### config.mk
export PLATFORM = sky130hd
export DESIGN_NAME = uart_tx_core
export DESIGN_NICKNAME = d
export VERILOG_FILES = /design/src/rtl/uart_tx_core.sv
export SDC_FILE = /design/constraint.sdc
export NUM_CORES = 1
export LEC_CHECK = 0
export BUFFER_PORTS_ARGS = -buffer_cell sky130_fd_sc_hd__buf_4
export CAP_MARGIN = 20
export CORE_ASPECT_RATIO = 0.8
export CORE_MARGIN = 5
export CORE_UTILIZATION = 60
export CTS_BUF_LIST = sky130_fd_sc_hd__clkbuf_2
export CTS_CLUSTER_SIZE = 12
export DETAILED_ROUTE_END_ITERATION = 12
export GPL_TIMING_DRIVEN = 0
export HOLD_SLACK_MARGIN = 0.15
export PLACE_DENSITY = 0.82
export SLEW_MARGIN = 20
export SYNTH_ARGS = -nofsm -noshare
export SYNTH_HDL_FRONTEND = slang
export SYNTH_SLANG_ARGS = --single-unit
### constraint.sdc
create_clock -name pClk -period 3.96 [get_ports pClk]
set_clock_uncertainty 0.05 [all_clocks]
set_input_delay 0.594 -clock pClk [delete_from_list [all_inputs] [get_ports pClk]]
set_output_delay 0.594 -clock pClk [all_outputs]
set_load 0.02 [all_outputs]
### src/rtl/uart_tx_core.sv
// UART transmit engine: serializes one byte per start request into
// start / 5-8 data (LSB first) / optional parity / 1-2 stop bits.
module uart_tx_core (
  input  logic        pClk,
  input  logic        pReset,
  input  logic        TxEn,
  input  logic        TxStart,
  input  logic [7:0]  TxData,
  input  logic [11:0] UBRR,
  input  logic [1:0]  DLS,
  input  logic        STOP,
  input  logic        PEN,
  input  logic        EPS,
  output logic        Tx,
  output logic        TxDone,
  output logic        TxBusy,
  output logic        TxErr,
  output logic [2:0]  DbgState
);

  typedef enum logic [2:0] {
    IDLE   = 3'd0,
    LOAD   = 3'd1,
    START  = 3'd2,
    DATA   = 3'd3,
    PARITY = 3'd4,
    STOP1  = 3'd5,
    STOP2  = 3'd6
  } state_t;

  state_t      state;
  logic [7:0]  shiftReg;
  logic [7:0]  dataSh;
  logic [15:0] baudCnt;
  logic [2:0]  bitCnt;
  logic [11:0] ubrrSh;
  logic [1:0]  dlsSh;
  logic        stopSh;
  logic        penSh;
  logic        epsSh;

  logic [7:0]  dataMask;
  logic        parityBit;
  logic        bitEnd;
  logic [2:0]  lastBit;

  assign DbgState = state;

  // Bit period is 16*(UBRR+1) cycles, so the terminal count is {UBRR, 4'hF}.
  assign bitEnd  = (baudCnt == {ubrrSh, 4'hF});
  assign lastBit = 3'd4 + {1'b0, dlsSh};

  always_comb begin
    dataMask = 8'h1F;
    case (dlsSh)
      2'd1:    dataMask = 8'h3F;
      2'd2:    dataMask = 8'h7F;
      2'd3:    dataMask = 8'hFF;
      default: dataMask = 8'h1F;
    endcase
  end

  // Parity covers only the bits actually sent; bits above the length are masked.
  assign parityBit = epsSh ? (^(dataSh & dataMask)) : (~^(dataSh & dataMask));

  always_ff @(posedge pClk or negedge pReset) begin
    if (!pReset) begin
      state    <= IDLE;
      Tx       <= 1'b1;
      TxDone   <= 1'b0;
      TxBusy   <= 1'b0;
      TxErr    <= 1'b0;
      shiftReg <= 8'h00;
      dataSh   <= 8'h00;
      baudCnt  <= 16'h0000;
      bitCnt   <= 3'd0;
      ubrrSh   <= 12'h000;
      dlsSh    <= 2'd0;
      stopSh   <= 1'b0;
      penSh    <= 1'b0;
      epsSh    <= 1'b0;
    end else begin
      TxDone <= 1'b0;
      TxErr  <= TxStart && (state != IDLE);
      case (state)
        IDLE: begin
          Tx <= 1'b1;
          if (TxStart && TxEn) begin
            state  <= LOAD;
            TxBusy <= 1'b1;
          end
        end
        LOAD: begin
          shiftReg <= TxData;
          dataSh   <= TxData;
          ubrrSh   <= UBRR;
          dlsSh    <= DLS;
          stopSh   <= STOP;
          penSh    <= PEN;
          epsSh    <= EPS;
          baudCnt  <= 16'h0000;
          bitCnt   <= 3'd0;
          Tx       <= 1'b0;
          state    <= START;
        end
        START: begin
          if (bitEnd) begin
            baudCnt <= 16'h0000;
            Tx      <= shiftReg[0];
            state   <= DATA;
          end else begin
            baudCnt <= baudCnt + 16'd1;
          end
        end
        DATA: begin
          if (bitEnd) begin
            baudCnt <= 16'h0000;
            if (bitCnt == lastBit) begin
              bitCnt <= 3'd0;
              if (penSh) begin
                Tx    <= parityBit;
                state <= PARITY;
              end else begin
                Tx    <= 1'b1;
                state <= STOP1;
              end
            end else begin
              bitCnt   <= bitCnt + 3'd1;
              shiftReg <= {1'b0, shiftReg[7:1]};
              Tx       <= shiftReg[1];
            end
          end else begin
            baudCnt <= baudCnt + 16'd1;
          end
        end
        PARITY: begin
          if (bitEnd) begin
            baudCnt <= 16'h0000;
            Tx      <= 1'b1;
            state   <= STOP1;
          end else begin
            baudCnt <= baudCnt + 16'd1;
          end
        end
        STOP1: begin
          if (bitEnd) begin
            baudCnt <= 16'h0000;
            if (stopSh) begin
              state <= STOP2;
            end else begin
              state  <= IDLE;
              TxDone <= 1'b1;
              TxBusy <= 1'b0;
            end
          end else begin
            baudCnt <= baudCnt + 16'd1;
          end
        end
        STOP2: begin
          if (bitEnd) begin
            baudCnt <= 16'h0000;
            state   <= IDLE;
            TxDone  <= 1'b1;
            TxBusy  <= 1'b0;
          end else begin
            baudCnt <= baudCnt + 16'd1;
          end
        end
        default: begin
          state  <= IDLE;
          Tx     <= 1'b1;
          TxBusy <= 1'b0;
        end
      endcase
    end
  end

endmodule

## After elaboration in Yosys (flattened, before gate mapping)

Cells that the tools add are included.

| cells by class | value |
|---|---|
| bitwise gates (word level) | 3 |
| $add $sub $neg | 3 |
| equality and inequality tests | 20 |
| reductions and logical operators | 16 |
| muxes and demuxes | 35 |

Operator list:

| cell | number |
|---|---|
| $pmux W16 S2 | 1 |
| $mux W3 | 10 |
| $pmux W8 S3 | 1 |
| $pmux W3 S7 | 1 |
| $ne A2 B2 Y1 const B | 9 |
| $add A16 B1 Y16 const B | 1 |
| $eq A16 B16 Y1 | 1 |
| $mux W16 | 1 |
| $mux W8 | 2 |
| $pmux W8 S2 | 1 |
| $mux W1 | 14 |
| $eq A3 B3 Y1 const B | 3 |
| $and A8 B8 Y8 | 1 |
| $reduce_xnor A8 Y1 | 1 |
| $reduce_xor A8 Y1 | 1 |
| $reduce_and A7 Y1 | 1 |
| $eq A3 B2 Y1 const B | 2 |
| $pmux W3 S2 | 1 |
| $pmux W1 S5 | 1 |
| $reduce_and A5 Y1 | 1 |
| $reduce_or A5 Y1 | 1 |
| $eq A2 B2 Y1 const B | 2 |
| $pmux W1 S4 | 1 |
| $reduce_and A4 Y1 | 1 |
| 15 further kinds | 18 |

| word-level totals | value |
|---|---|
| logic and storage cells | 91 |
| bits in registers | 59 |
| output and inout bits | 7 |
| input bits | 29 |

## Depth between registers and ports, before layout

Gate-level depths: netlist (run 1).

| depth | value |
|---|---|
| depth in word-level cells | 9 |
| mapped depth | 10 |
| gate-level depth less buffers | 7 |

## Worst setup path after synthesis (run 1)

No wires, ideal clock.

| timing | value |
|---|---|
| path type | register to register |
| from | register baudCnt[0] |
| to | register baudCnt[12] |
| setup slack | 1861 ps |
| arrival time | 1967 ps |
| required time | 3828 ps |
| setup time | 82 ps |
| path buffers | 2 |
| period minus slack after synthesis | 2099 ps |
| cell stages (with the launch flop) | 10 |
| cells stage by stage | dfrtp_1 > ha_1 > and3_1 > buf_2 > nand2_1 > nor4_4 > or3_1 > buf_2 > o31a_1 > a31oi_1 |

| between the ends | value |
|---|---|
| word-level cells in the longest chain between the ends | 3 |
| elaborated cells on any way between the ends | 4 |
| classes of those cells | 1 x add/sub; 1 x eq/ne; 2 x mux |

Ends and longest elaborated chain:

| what | RTL line | RTL |
|---|---|---|
| start, declared | 34 | `logic [15:0] baudCnt;` |
| start signal, assigned | 112 | `baudCnt <= baudCnt + 16'd1;` |
| start signal, assigned | 133 | `baudCnt <= baudCnt + 16'd1;` |
| start signal, assigned | 142 | `baudCnt <= baudCnt + 16'd1;` |
| $add A16 B1 Y16 or $eq A16 B16 Y1 (tied branches) | - |  |
| $mux W16 (*) | - |  |
| $pmux W16 S2 (*) | 85 | `case (state)` |

Mark *: on every way between the ends. The rest lies on a longest branch, timed or not.
A chain may end at the register's enable or synchronous reset.

## Worst setup path after layout (run 1)

| timing | value |
|---|---|
| from | register baudCnt[0] |
| to | register baudCnt[2] |

The elaborated chain is that of the path after synthesis.

==> results.sh, run 1 <==
export IMPL_tightest_slew_ps=849.3
export IMPL_via_per_inst=5.754
export IMPL_final_setup_viol_count=0
export IMPL_wl_met1_mm=3.036
export IMPL_cts_setup_buffers=0
export IMPL_yosys_warnings=0
export IMPL_grt_setup_unrepaired="false"
export IMPL_initial_core_util_pct=61.00
export IMPL_cts_tree="built"
export IMPL_status="finished clean"
export IMPL_period_share_pct=60.03
export IMPL_maxCapViolCount=0
export IMPL_p_seq_share_pct=59.5
export IMPL_htreeDepth=3
export IMPL_postSynthAreaPerCell_um2=10.24
export IMPL_p_int_uw=805.8
export IMPL_rows=23
export IMPL_hold_start="UBRR[9]"
export IMPL_core_area_um2=4921
export IMPL_cts_clk_slew_worst_paths_ps=150
export IMPL_switchingPower_uw=255.8
export IMPL_place_hpwl_mm=4.441
export IMPL_postSynthCellCount=293
export IMPL_vias=2336
export IMPL_worstPathArrival_ps=2660
export IMPL_clk_latency_ps=470
export IMPL_fmax_mhz=420.7
export IMPL_async_flop_share_pct=100.0
export IMPL_grtUsageTotal_pct=21.95
export IMPL_clockPowerShare_pct=32.3
export IMPL_wl_mm=6.238
export IMPL_synth_seq_cells=59
export IMPL_dr_wl_met3_um=465
export IMPL_drc_errors=0
export IMPL_syn_nets=324
export IMPL_overflow=0
export IMPL_drt_initial_drc_count=255
export IMPL_final_period_minus_worst_setup_slack_ps=2377
export IMPL_numPortBuffers=35
export IMPL_ff2ff_path_depth=10
export IMPL_hp_class="input pin to flip-flop"
export IMPL_first_pass_iters=4
export IMPL_cp_end_kind="flip-flop"
export IMPL_layout_drive_gt1_share_pct=25.00
export IMPL_antenna_cells=0
export IMPL_ctsRootBufferMaster="clkbuf_2"
export IMPL_leakagePower_nw=1.590
export IMPL_required_ps=4240
export IMPL_pin_count=36
export IMPL_synth_cell_area_um2=3002
export IMPL_whs_path_depth=2
export IMPL_antenna_left=0
export IMPL_finalHoldViolCount=0
export IMPL_synthFlopType="dfrtp_1"
export IMPL_avgRoutedWirePerCell_um=15.36
export IMPL_highest_layer="met4"
export IMPL_wl_met2_mm=2.675
export IMPL_rr_endpoint="baudCnt[2]"
export IMPL_comb_power_share_pct=8.1
export IMPL_p_per_area_nw_per_um2=308.0
export IMPL_p_sw_share_pct=24.10
export IMPL_yosysSeqAreaShare_pct=49.23
export IMPL_min_to="ubrrSh[9]"
export IMPL_startpoint_type="flip-flop"
export IMPL_grt_pass1_wl_mm=10.81
export IMPL_worstSetupPathType="flip-flop to flip-flop"
export IMPL_clock_path_buffers=2
export IMPL_setup_tns_final_ps=0
export IMPL_synth_enable_flop_cells=0
export IMPL_crit_fanout=10
export IMPL_grt_pass1_vias=2260
export IMPL_synthToLayoutAreaGrowth_pct=14.84
export IMPL_reg2reg_from="baudCnt[0]"
export IMPL_die_x_um=89.08
export IMPL_numCtsBuffers=9
export IMPL_grt_max_degree=60
export IMPL_stdcell_count=406
export IMPL_dieArea_um2=6526
export IMPL_gp_congestion=0.8837
export IMPL_ys_types=44
export IMPL_ir_drop_mv=0.1930
export IMPL_cts_sink_count=59
export IMPL_slew_violations=0
export IMPL_dieHeight_um=73.26
export IMPL_dp_cells=390
export IMPL_r2r_setup_slack_ps=1580
export IMPL_timing_slew_headroom_pct=43.38
export IMPL_fillers=386
export IMPL_layout_nets=371
export IMPL_antenna_found_initial=0
==> power groups by stage <==
| stage | sequential (mW) | combinational (mW) | clock, mW |
|---|---|---|---|
| final | 0.632 | 0.0860 | 0.343 |
| after global routing | 0.635 | 0.0963 | 0.382 |
| after CTS | 0.632 | 0.0872 | 0.352 |
| after detailed placement | 0.643 | 0.0861 | 0 |
| after global placement | 0.643 | 0.0829 | 0 |
| after floorplan | 0.641 | 0.0439 | 0 |
==> synthesized netlist by cell type, types with 2 or more instances <==
cell	count	area share, %
nand2_1	24	3.0
o21ai_1	2	0.33
mux2i_1	7	2.3
a31oi_1	11	2.3
nor2_1	18	2.3
xnor2_1	23	6.7
a41oi_1	2	0.58
or3_1	4	0.83
buf_2	11	1.8
o31a_1	2	0.58
o21ai_0	18	3.0
nor3_1	4	0.67
a21o_1	3	0.75
a21oi_1	20	3.3
nand3_1	9	1.5
a22o_1	2	0.58
ha_1	2	0.83
and2_1	2	0.42
o211ai_1	2	0.50
nand2b_1	2	0.42
and3_1	5	1.0
mux2_2	24	9.0
inv_1	9	1.1
nand4_1	3	0.63
dfrtp_1	58	48
nor4_1	2	0.42
clkbuf_1	7	0.88
==> through the flow <==
step / area [um2] / power [mW] / utilization, % / hold WS (ps) / setup WS [ps]
2_1_floorplan: 3002 / 0.6852 / - / 248.4 / 1861
3_3_place_gp: 3342 / 0.7258 / 67.91 / 436.1 / 1687
3_5_place_dp: 3342 / 0.7296 / 67.91 / 440.9 / 1639
4_1_cts: 3447 / 1.072 / 70.05 / 264.4 / 1629
5_1_grt: 3447 / 1.113 / 70.05 / 231.5 / 1388
6_report: 3447 / 1.062 / 70.05 / 290.5 / 1583
==> worst max-delay path: stages, from the launching register on <==
cell and delay, ps:
dfrtp_1 440, ha_1 200, and3_1 160, buf_2 170
nand2_1 100, nor4_4 360, nor3_1 120, buf_2 210
buf_2 210, a21oi_1 160, a31oi_1 50
==> cells in the final DEF, fill, tap and decap left out, types with 9 or more instances in the layout <==
| cell type | netlist | layout |
|---|---|---|
| mux2_2 | 24 | 24 |
| inv_1 | 9 | 9 |
| buf_4 | 1 | 36 |
| o21ai_0 | 18 | 18 |
| nor2_1 | 18 | 18 |
| a21oi_1 | 20 | 20 |
| dfrtp_1 | 58 | 58 |
| buf_2 | 11 | 11 |
| a31oi_1 | 11 | 11 |
| clkbuf_2 | 0 | 10 |
| xnor2_1 | 23 | 23 |
| nand3_1 | 9 | 9 |
| nand2_1 | 24 | 24 |
==> layout make-up <==
type / count / area [um2] / share of cell area [%]
clock buffers: 10 / 50.05 / 1.452
flip-flops and latches: 59 / 1478 / 42.87
well taps: 62 / 77.57 / 2.250
clock inverters: 5 / 45.04 / 1.307
multi-input cells: 206 / 1401 / 40.65
inverters: 9 / 33.78 / 0.9800
repair buffers: 36 / 272.8 / 7.913
plain buffers: 19 / 88.84 / 2.577
==> registers in the layout, summed over array words and instances, names as in the netlist, 2 cells and up <==
register and count:
shiftReg 8, dlsSh 2, dataSh 8, bitCnt 3, ubrrSh 12, baudCnt 16, DbgState 3
==> cells by family (layout without fill, tap and decap cells) <==
group           count (synthesis)  in the layout  synth area share (%)
simple gates                   77             77                 12.84
compound gates                 72             72                 14.67
flops                          59             59                 49.23
mux                            31             31                 11.34
buf+inv                        28             79                 4.085
xor+xnor                       24             24                 7.003
fa+ha+maj                       2              2                0.8335
==> per-layer routing <==
layer	global-route usage [%]	vias up
met5	0	-
met4	6.116	0
met3	7.735	6
met2	30.83	79
met1	32.30	1116
li1	-	1135
==> worst max-delay path by stage <==
stage / startpoint / to / slack [ps] / depth (start not counted)
after floorplan: baudCnt[0] / baudCnt[12] / 1860 / 9
after global placement: baudCnt[0] / DbgState[2] / 1690 / 8
after detailed placement: baudCnt[0] / baudCnt[2] / 1640 / 10
after CTS: baudCnt[0] / baudCnt[2] / 1630 / 10
after global routing: baudCnt[0] / baudCnt[2] / 1390 / 10
final: baudCnt[0] / baudCnt[2] / 1580 / 10
==> repair_timing <==
| action | CTS | global route |
|---|---|---|
| hold endpoints to repair | 58 | 0 |
| gates resized for setup | 0 | 0 |
| hold buffers | 1 | 0 |
No activity file was read; power rests on OpenSTA's default activity.
==> run 2, diff against run 1 <==
Settings changed: CORE_UTILIZATION 60 to 54, PLACE_DENSITY 0.82 to 0.78.
Clock period 3.96 ns to 2 ns, I/O delays scaled along.
==> results.sh, run 2 (same netlist as run 1, synthesis figures left out) <==
export IMPL_avgRoutedWirePerCell_um=17.06
export IMPL_worstPathArrival_ps=2500
export IMPL_worstSetupPathType="flip-flop to flip-flop"
export IMPL_switchingPower_uw=579.5
export IMPL_fillers=334
export IMPL_cpMaxStageDelayCell="dfrtp_1"
export IMPL_p_sw_share_pct=27.60
export IMPL_antenna_left=0
export IMPL_worstSetupEndpoint="baudCnt[7]"
export IMPL_place_hpwl_mm=4.450
export IMPL_hp_class="input pin to asynchronous set/reset pin"
export IMPL_grt_pass1_vias=2598
export IMPL_total_power_mw=2.099
export IMPL_p_int_mw=1.520
export IMPL_cts_clk_slew_worst_paths_ps=190
export IMPL_rows=24
export IMPL_timing_slew_headroom_pct=51.08
export IMPL_core_area_um2=5435
export IMPL_first_pass_iters=4
export IMPL_path_cells="ha_4 > and3_4 > nand2_4 > nor4_4 > buf_4 > or3_4 > buf_6 > or3_1 > o21ai_1"
export IMPL_layout_nets=418
export IMPL_cpPeakStageDelay_ps=440
export IMPL_mostFrequentLayoutCells="59 x buf_4, 51 x dfrtp_1, 28 x dlygate4sd3_1"
export IMPL_die_x_um=93.36
export IMPL_cts_sink_count=59
export IMPL_fmax_mhz=472.2
export IMPL_critical_path_depth=9
export IMPL_wl_mm=8.000
export IMPL_leakagePower_nw=1.900
export IMPL_maxCapViolCount=0
export IMPL_dp_cells=406
export IMPL_drc_errors=0
export IMPL_gp_congestion=0.8563
export IMPL_crit_buf_inv=2
export IMPL_required_ps=2380
export IMPL_ir_drop_mv=0.3838
export IMPL_clk_latency_ps=510
export IMPL_dieArea_um2=7159
export IMPL_vias=2690
export IMPL_synthToLayoutAreaGrowth_pct=38.14
export IMPL_grt_max_degree=60
export IMPL_drt_initial_drc_count=242
export IMPL_setup_ws_ps=-117.7
export IMPL_slew_violations=0
export IMPL_numPortBuffers=35
export IMPL_antenna_cells=0
export IMPL_pin_count=36
export IMPL_layout_drive_gt1_share_pct=37.60
export IMPL_grtUsageTotal_pct=22.70
export IMPL_grt_setup_unrepaired="true"
export IMPL_final_period_minus_worst_setup_slack_ps=2118
export IMPL_largest_reg_flops=16
export IMPL_cts_tree="built"
export IMPL_final_cell_area_um2=4146
export IMPL_tightest_slew_ps=733.7
export IMPL_top_regs="baudCnt (16), ubrrSh (12)"
export IMPL_startpoint_type="flip-flop"
export IMPL_violations="setup timing"
export IMPL_p_seq_share_pct=59.8
export IMPL_period_share_pct=105.9
export IMPL_ff2ff_path_depth=9
export IMPL_fin_util_pct=76.29
export IMPL_initial_core_util_pct=55.23
export IMPL_final_setup_viol_count=16
export IMPL_startpoint="baudCnt[0]"
export IMPL_rr_endpoint="baudCnt[7]"
export IMPL_comb_power_share_pct=10.6
export IMPL_clock_path_buffers=2
export IMPL_overflow=0
export IMPL_dieHeight_um=76.69
export IMPL_mostFrequentLayoutCell="buf_4"
export IMPL_finalHoldViolCount=0
export IMPL_r2r_setup_slack_ps=-120
export IMPL_grt_pass1_wl_mm=12.63
export IMPL_cp_end_kind="flip-flop"
export IMPL_stdcell_count=469
export IMPL_clockPowerShare_pct=29.5
export IMPL_numCtsBuffers=9
export IMPL_via_per_inst=5.736
export IMPL_status="complete, but fails checks"
export IMPL_htreeDepth=3
export IMPL_p_per_area_nw_per_um2=506.3
export IMPL_ctsRootBufferMaster="clkbuf_2"
export IMPL_critPathTopFamily="simple AND/OR/NAND/NOR gates"
export IMPL_place_area_um2=3373
export IMPL_top_register="baudCnt"
export IMPL_reg2reg_from="baudCnt[0]"
export IMPL_crit_fanout=7
export IMPL_antenna_found_initial=0
run 2: cell count changes in the layout (fill, tap and decap cells not counted), sizes merged:
cell,change
buf,+19
clkdlybuf4s15,+1
bufinv,-1
clkinvlp,+1
dlygate4sd3,+27
run 2: worst min-delay path by stage:
stage	start	endpoint	slack (ps)	depth (start not counted)
final	pReset	ubrrSh[6]	320	2
after global placement	pReset	ubrrSh[7]	360	1
after CTS	pReset	ubrrSh[0]	330	2
after global routing	pReset	ubrrSh[0]	360	2
after detailed placement	pReset	ubrrSh[0]	360	1
after floorplan	pReset	DbgState[0]	-50	0
run 2: area by class of cell:
class                           count  area, um2  area share (%)
Multi-Input combinational cell    206       1584           38.20
Sequential cell                    59       1486           35.85
Timing Repair Buffer               89      767.0           18.50
Tap cell                           78      97.59           2.354
Buffer                             13      96.34           2.323
Clock buffer                       10      50.05           1.207
Inverter                            9      33.78          0.8147
Clock inverter                      5      31.28          0.7544
run 2: layer usage:
metal | GRT usage [%] | part of all wire [%] | vias to the layer above | routed length, um
met5 | 0 | 0 | - | 0
met2 | 35.33 | 48 | 107 | 3825
met3 | 7.632 | 6.6 | 21 | 526
met1 | 30.01 | 43 | 1331 | 3434
li1 | - | - | 1231 | -
met4 | 6.881 | 2.7 | 0 | 212
run 2: repair_timing:
action                     CTS  global route
hold endpoints to repair    93             0
gates resized for setup     31            24
pin swaps                    8             9
setup endpoints to repair   46            35
setup buffers               11            13
hold buffers                28             0
cloned                       2             1
run 2: through the flow:
step / hold WS [ps] / TNS (ps) / setup slack [ps]
CTS: 329.5 / -6.881 / -6.881
global placement: 360.6 / -5198 / -314.6
finish: 319.3 / -587.2 / -117.7
floorplan: -45.59 / 0 / 15.83
detailed placement: 362.1 / -7153 / -366.7
global route: 362.6 / -2690 / -157.1
run 2: power groups by stage:
stage | clock, mW | combinational, mW | sequential [mW]
final | 0.620 | 0.223 | 1.26
after global routing | 0.684 | 0.243 | 1.26
after CTS | 0.621 | 0.215 | 1.25
after detailed placement | 0 | 0.169 | 1.27
after global placement | 0 | 0.165 | 1.27
after floorplan | 0 | 0.0871 | 1.27
==> run 3, diff against run 2 <==
Settings changed: RECOVER_POWER from default to 100.
==> results.sh, run 3 (same netlist as run 1, synthesis figures left out) <==
export IMPL_status="complete, but fails checks"
export IMPL_violations="setup timing"
export IMPL_cts_sink_count=59
export IMPL_synthToLayoutAreaGrowth_pct=37.47
export IMPL_min_to="dataSh[5]"
export IMPL_cts_clk_slew_worst_paths_ps=180
export IMPL_p_per_area_nw_per_um2=508.3
export IMPL_use_met2_pct=35.33
export IMPL_overflow=0
export IMPL_fillers=342
export IMPL_place_hpwl_mm=4.450
export IMPL_startpoint_type="flip-flop"
export IMPL_grtUsageTotal_pct=22.70
export IMPL_grt_setup_unrepaired="true"
export IMPL_crit_fanout=7
export IMPL_layout_drive_gt1_share_pct=36.32
export IMPL_clk_latency_ps=510
export IMPL_period_share_pct=105.9
export IMPL_rr_endpoint="baudCnt[7]"
export IMPL_core_area_um2=5435
export IMPL_maxCapViolCount=0
export IMPL_mostFrequentLayoutCell="buf_4"
export IMPL_drt_initial_drc_count=257
export IMPL_rows=24
export IMPL_numCtsBuffers=9
export IMPL_pin_count=36
export IMPL_dieArea_um2=7159
export IMPL_hold_start="dataSh[5]"
export IMPL_ctsRootBufferMaster="clkbuf_2"
export IMPL_mostFrequentLayoutCells="54 x buf_4, 51 x dfrtp_1, 28 x dlygate4sd3_1"
export IMPL_grt_util_met3_pct=7.632
export IMPL_grt_pass1_wl_mm=12.63
export IMPL_largest_reg_flops=16
export IMPL_final_setup_viol_count=17
export IMPL_dieHeight_um=76.69
export IMPL_r2r_setup_slack_ps=-120
export IMPL_gp_congestion=0.8563
export IMPL_via_per_inst=5.746
export IMPL_dp_cells=406
export IMPL_whs_ps=479.1
export IMPL_stdcell_count=469
export IMPL_dp_slack_ps=-366.7
export IMPL_worstPathArrival_ps=2490
export IMPL_first_pass_iters=4
export IMPL_total_power_mw=2.098
export IMPL_timing_slew_headroom_pct=2.281
export IMPL_grt_max_degree=60
export IMPL_htreeDepth=3
export IMPL_finalHoldViolCount=0
export IMPL_antenna_left=0
export IMPL_leakagePower_nw=1.885
export IMPL_whs_path_depth=1
export IMPL_layout_nets=418
export IMPL_cp_end_kind="flip-flop"
export IMPL_ff2ff_path_depth=9
export IMPL_initial_core_util_pct=55.23
export IMPL_setup_ws_ps=-117.1
export IMPL_avgRoutedWirePerCell_um=17.03
export IMPL_die_x_um=93.36
export IMPL_reg2reg_from="baudCnt[0]"
export IMPL_grt_most_used_layer="met2"
export IMPL_clock_path_buffers=2
export IMPL_wl_mm=7.986
export IMPL_slew_violations=0
export IMPL_worstSetupPathType="flip-flop to flip-flop"
export IMPL_required_ps=2380
export IMPL_grt_pass1_vias=2598
export IMPL_grt_use_met1_pct=30.01
export IMPL_vias=2695
export IMPL_antenna_found_initial=0
export IMPL_top_register="baudCnt"
export IMPL_cts_tree="built"
export IMPL_drc_errors=0
export IMPL_ir_drop_mv=0.3838
export IMPL_tightest_slew_ps=1466
export IMPL_numPortBuffers=35
export IMPL_fmax_mhz=472.3
export IMPL_antenna_cells=0
export IMPL_hp_class="flip-flop to flip-flop"
export IMPL_top_regs="baudCnt (16), ubrrSh (12)"
export IMPL_final_period_minus_worst_setup_slack_ps=2117
run 3: cell count changes in the layout (fill, tap and decap cells not counted):
cell      before  now
and2_0         0    1
clkbuf_4       1    0
and2_1         2    1
dfstp_1        0    1
clkbuf_1       4    8
dfstp_2        1    0
clkbuf_2      11   13
buf_4         59   54
run 3: cell type report:
type	count	area, um2	area share [%]
multi-input combinational	206	1584	38.39
sequential	59	1486	36.02
timing repair buffer	89	749.5	18.16
buffer	13	93.84	2.274
clock buffer	10	50.05	1.213
clock inverter	5	31.28	0.7580
inverter	9	33.78	0.8187
tap	78	97.59	2.365
run 3: how the worst max path moves through the flow:
stage | start | end | slack, ps | cells after the start
3_5_place_dp | baudCnt[0] | DbgState[2] | -370 | 8
5_1_grt | baudCnt[4] | baudCnt[9] | -160 | 8
3_3_place_gp | baudCnt[0] | DbgState[2] | -310 | 8
2_1_floorplan | baudCnt[0] | baudCnt[1] | 20 | 9
6_report | baudCnt[0] | baudCnt[7] | -120 | 9
4_1_cts | baudCnt[15] | DbgState[2] | -7 | 7
run 3: what timing repair did:
| action | 4_1_cts | 5_1_grt |
|---|---|---|
| hold endpoints to repair | 93 | 0 |
| buffers inserted | 11 | 13 |
| hold buffers | 28 | 0 |
| gates resized for setup | 31 | 24 |
| endpoints found under the setup margin | 46 | 35 |
| pin swaps | 8 | 9 |
| cloned | 2 | 1 |
run 3: routing by layer:
| metal | routed length, um | vias to the layer above |
|---|---|---|
| li1 | - | 1229 |
| met1 | 3350 | 1338 |
| met2 | 3837 | 110 |
| met3 | 634 | 18 |
| met4 | 164 | 0 |
| met5 | 0 | - |
run 3: per-stage QoR:
step	TNS, ps	area, um2	utilization (%)
finish	-562.9	4126	75.92
global route	-3350	4126	75.92
CTS	-6.881	3919	72.10
detailed placement	-7153	3373	62.06
global placement	-5198	3373	62.06
floorplan	0	3013	-
run 3: where the power goes:
group	leakage, nW	internal, mW	switching [mW]	total, mW
Sequential	0.713	1.23	0.0274	1.26
Clock	0.0575	0.157	0.462	0.620
Combinational	1.11	0.133	0.0893	0.222
Total	1.88	1.52	0.579	2.10
run 3: critical path: stages, from the launching register on:
cell	delay, ps
dfrtp_1	440
ha_4	180
and3_4	200
nand2_4	60
nor4_4	40
buf_4	150
or3_4	330
buf_6	140
or3_1	360
o21ai_1	100
